==> src/rtl/xor_descrambler_16.sv <==
// Receive-side XOR descrambler: 16-bit words XORed with a Galois LFSR keystream, one registered output stage.
// Optional parity check on accepted words is built when DESCR_PARITY_EN is defined.
module xor_descrambler_16 #(
    parameter int unsigned         WIDTH = 16,
    parameter logic [WIDTH-1:0]    POLY  = 16'hB400,
    parameter logic [WIDTH-1:0]    SEED  = 16'hACE1
) (
    input  logic             clk,
    input  logic             rst_n,
    input  logic             seed_load,
    input  logic [WIDTH-1:0] seed,
    input  logic             in_valid,
    output logic             in_ready,
    input  logic [WIDTH-1:0] in_data,
`ifdef DESCR_PARITY_EN
    input  logic             in_par,
    output logic             par_err,
`endif
    output logic             out_valid,
    input  logic             out_ready,
    output logic [WIDTH-1:0] out_data,
    output logic [WIDTH-1:0] word_cnt
);

    logic [WIDTH-1:0] lfsr;
    logic [WIDTH-1:0] lfsr_next;
    logic             accept;

    // A seed load steals the cycle so the new keystream never mixes with an in-flight accept.
    assign in_ready = !seed_load && (!out_valid || out_ready);
    assign accept   = in_valid && in_ready;

    always_comb begin
        lfsr_next = lfsr >> 1;
        if (lfsr[0]) begin
            lfsr_next = (lfsr >> 1) ^ POLY;
        end
    end

    always_ff @(posedge clk) begin
        if (!rst_n) begin
            lfsr      <= SEED;
            word_cnt  <= '0;
            out_valid <= 1'b0;
            out_data  <= '0;
        end else begin
            if (seed_load) begin
                lfsr     <= (seed == '0) ? SEED : seed;
                word_cnt <= '0;
            end else if (accept) begin
                lfsr     <= lfsr_next;
                word_cnt <= word_cnt + 1'b1;
            end

            // Accept takes precedence over drain so back-to-back words flow with no bubble.
            if (accept) begin
                out_data  <= in_data ^ lfsr;
                out_valid <= 1'b1;
            end else if (out_valid && out_ready) begin
                out_valid <= 1'b0;
            end
        end
    end

`ifdef DESCR_PARITY_EN
    always_ff @(posedge clk) begin
        if (!rst_n) begin
            par_err <= 1'b0;
        end else if (seed_load) begin
            par_err <= 1'b0;
        end else if (accept && (in_par != (^in_data))) begin
            par_err <= 1'b1;
        end
    end
`endif

endmodule

==> config.mk <==
export PLATFORM = sky130hd
export DESIGN_NAME = xor_descrambler_16
export DESIGN_NICKNAME = d
export VERILOG_FILES = /design/src/rtl/xor_descrambler_16.sv
export SDC_FILE = /design/constraint.sdc
export NUM_CORES = 1
export LEC_CHECK = 0
export BUFFER_PORTS_ARGS = -buffer_cell sky130_fd_sc_hd__buf_2
export CAP_MARGIN = 20
export CORE_MARGIN = 2
export CORE_UTILIZATION = 45
export DETAILED_ROUTE_END_ITERATION = 10
export GPL_ROUTABILITY_DRIVEN = 0
export PLACE_DENSITY = 0.72
export RECOVER_POWER = 25
export SYNTH_ARGS = -nofsm -noshare
export SYNTH_HDL_FRONTEND = slang
export SYNTH_SLANG_ARGS = --single-unit
==> constraint.sdc <==
create_clock -name clk -period 2.1 [get_ports clk]
set_input_delay 0.21 -clock clk [delete_from_list [all_inputs] [get_ports clk]]
set_output_delay 0.21 -clock clk [all_outputs]
set_load 0.05 [all_outputs]
==> out/results.ini <==
[outcome]
run_status = finished clean

[final_layout]
layout-drive-gt1-share = 0.227
diodes = 0
area_growth_pct = 21.4
fillers = 466
final_nets = 363
final_cells = 393

[setup_path]
required_ns = 2.34
crit_fanout = 6
rrSetupSlack_ns = 0.38
start_kind = flip-flop
rr_worst_depth = 5
cpMaxStageDelayCell = or4_4
critPathLaunch = word_cnt[0]
worst-path-buf-inv = 0
crit_type = reg2reg
reg2reg_from = word_cnt[0]
critPathMaxStageDelay_ns = 0.52
end_kind = flip-flop
crit_arrival_ns = 1.96
path_cells = ha_1 > nand2_1 > or4_4 > or3_1 > a21oi_1
critPathTopFamily = simple AND/OR/NAND/NOR gates
r2r-end = word_cnt[14]

[routing]
drt_iter0_markers = 114
num_vias = 2043
drt_wl_total_mm = 5.21
first_pass_iters = 4
drtAntennaViolNets = 0
via_per_inst = 5.20
drc_errors = 0
wire_per_inst_um = 13.3

[power]
p_leak_nw = 1.19
power.total_mw = 2.06
worst_ir_drop_vdd_v = 0.000426
power_density_nw_per_um2 = 744

[timing]
min_period_ns = 1.72
tightest_slew_ns = 0.849
rsz0062_at_grt = false
hold_viol_final = 0
fmax_mhz = 581
tns_ns = 0
setup_ws_ns = 0.378
setup_viol = 0
maxSlewViolCount = 0
finalCritPeriodShare = 0.820
finClkSkew_ns = 0.00547
fin_hold_ws_ns = 0.190
relSlewSlack = 0.434

[synthesis]
syn_area_um2 = 2280
synthAdderAreaFrac = 0.00550
ys_seq_area_frac = 0.431
synth_xor_area_frac = 0.100
avgSynthCellArea_um2 = 8.69
synth.area.mux_share = 0
synth_top_family_by_area = simple AND/OR/NAND/NOR gates
yosys.area_share.simple = 0.224
ys_warn_count = 0
ys_seq_elements = 49
ys_types = 33
synthesis.instances = 262
synthesis.nets = 300
synth_compound_area_frac = 0.196

[placement]
numPlacedInstances = 385
place_hpwl_mm = 3.71
place_ws_ns = 0.403
port_buffers = 70

[global_route]
grt_pass1_vias = 1849
grt.total_usage = 0.192
grt_antenna_before_repair = 0
grt_overflow = 0
grt_pass1_wl_mm = 8.34
grt_max_degree = 48

[min_path]
whs_endpoint = lfsr[11]
worstHoldStart = seed[11]
hold_depth = 3
hold_path_class = in2reg

[die]
die-height_um = 75.1
dieArea_um2 = 5640
fp.dieW_um = 75.1
pin_count = 71
rows = 25
core_um2 = 4790
start_util = 0.476

[clock_tree]
clock_latency_ns = 0.30
clkSlewWorstSetupHoldPaths_ns = 0.09
cts.repair.resized = 0
post_cts_buffers = 0
clock_sinks = 49
cts_root_buf = clkbuf_8
htreeDepth = 2
cts_tree = yes
ctsHoldBuffers = 0
numCtsBuffers = 5
clockBufferDepth = 2

[flow_run]
cap_violations = 0

-- stage by stage --
| step | util | area, um2 |
|---|---|---|
| after floorplan | - | 2280 |
| after global placement | 0.558 | 2670 |
| after detailed placement | 0.558 | 2670 |
| after CTS | 0.583 | 2790 |
| after global routing | 0.578 | 2760 |
| final | 0.578 | 2760 |
-- cells by family (layout without fill, tap and decap cells) --
kind of cell / after synthesis / count (layout)
AND/OR/NAND/NOR: 99 / 99
buffers and inverters: 22 / 86
AO/OA/AOI/OAI: 65 / 65
XOR/XNOR: 26 / 26
flip-flops: 49 / 49
adder cells (fa/ha/maj): 1 / 1
-- report_power, final --
part           switching, mW  leakage, nW  internal (mW)
registers             0.0391        0.402          0.978
logic                  0.211        0.732          0.121
clock network          0.319       0.0574          0.387
-- routing by layer --
| layer | vias up | GRT usage | part of all wire |
|---|---|---|---|
| met5 | - | 0 | 0 |
| met4 | 0 | 0.0813 | 0.022 |
| met3 | 9 | 0.0535 | 0.043 |
| met2 | 55 | 0.320 | 0.48 |
| met1 | 921 | 0.233 | 0.45 |
| li1 | 1058 | - | - |
-- synth_stat cells --
| master | n | area, um2 |
|---|---|---|
| or4_4 | 2 | 22.5 |
| o211ai_1 | 6 | 45.0 |
| nor2b_1 | 1 | 6.26 |
| nor2_1 | 25 | 93.8 |
| nor4_1 | 7 | 43.8 |
| o211a_1 | 16 | 160 |
| or3_1 | 5 | 31.3 |
| buf_2 | 2 | 10.0 |
| nand3_1 | 7 | 35.0 |
| o21ai_0 | 20 | 100 |
| xor2_1 | 1 | 8.76 |
| a21oi_1 | 16 | 80.1 |
| nor2b_4 | 1 | 13.8 |
| nand2b_4 | 1 | 13.8 |
| xnor2_1 | 25 | 219 |
| a21boi_0 | 1 | 7.51 |
| dfxtp_1 | 49 | 981 |
| and4_1 | 3 | 26.3 |
| nor4_2 | 1 | 12.5 |
| o2111ai_1 | 2 | 17.5 |
| nor3b_1 | 1 | 7.51 |
| nor3_1 | 15 | 75.1 |
| ha_1 | 1 | 12.5 |
| buf_1 | 3 | 11.3 |
| nand4_1 | 3 | 18.8 |
| nor4b_1 | 1 | 8.76 |
| clkbuf_1 | 13 | 48.8 |
| a31o_2 | 3 | 26.3 |
| nand2b_1 | 1 | 6.26 |
| nand2_1 | 25 | 93.8 |
| o221ai_1 | 1 | 8.76 |
| inv_1 | 2 | 7.51 |
| buf_6 | 2 | 22.5 |
-- worst reg2reg max path, delay by kind of cell, from the launching register on --
kind	cells	cell delay [ns]
and+or+nand+nor	3	0.95
DFF	1	0.39
AOI/OAI and AO/OA	1	0.14
adders and majority gates	1	0.18
-- how the worst max path moves through the flow --
stage                               to  cells past startpoint
after floorplan           word_cnt[14]                      5
after global placement    word_cnt[10]                      5
after detailed placement  word_cnt[12]                      5
after CTS                 word_cnt[12]                      5
after global routing      word_cnt[10]                      5
final                     word_cnt[14]                      5
-- registers in the layout, summed over array words and instances, names as in the netlist --
| signal | cells |
|---|---|
| word_cnt | 16 |
| lfsr | 16 |
| out_data | 16 |
| out_valid | 1 |
-- final cells by class --
cell class                 instances  area (um2)  share of cell area
clock buffer                       6        82.6              0.0299
clock inverter                     2        37.5              0.0136
inverter                           2        7.51             0.00272
multi-input combinational        191        1200               0.435
sequential                        49         981               0.355
tap                               67        83.8              0.0303
timing repair buffer              76         369               0.134
-- cells in the final DEF, fill, tap and decap left out, types with 2 or more instances in the layout --
cell | synthesis | layout
xnor2_1 | 25 | 25
clkbuf_1 | 13 | 19
o2111ai_1 | 2 | 2
or3_1 | 5 | 5
and4_1 | 3 | 3
o211ai_1 | 6 | 6
nand4_1 | 3 | 3
buf_4 | 0 | 5
a21oi_1 | 16 | 16
or4_4 | 2 | 2
nor4_1 | 7 | 7
nand3_1 | 7 | 7
inv_1 | 2 | 2
o211a_1 | 16 | 16
nor3_1 | 15 | 15
nand2_1 | 25 | 25
nor2_1 | 25 | 24
buf_2 | 2 | 52
o21ai_0 | 20 | 20
dfxtp_1 | 49 | 49
a31o_2 | 3 | 3
clkbuf_8 | 0 | 6
(Power assumes the default switching activity.)
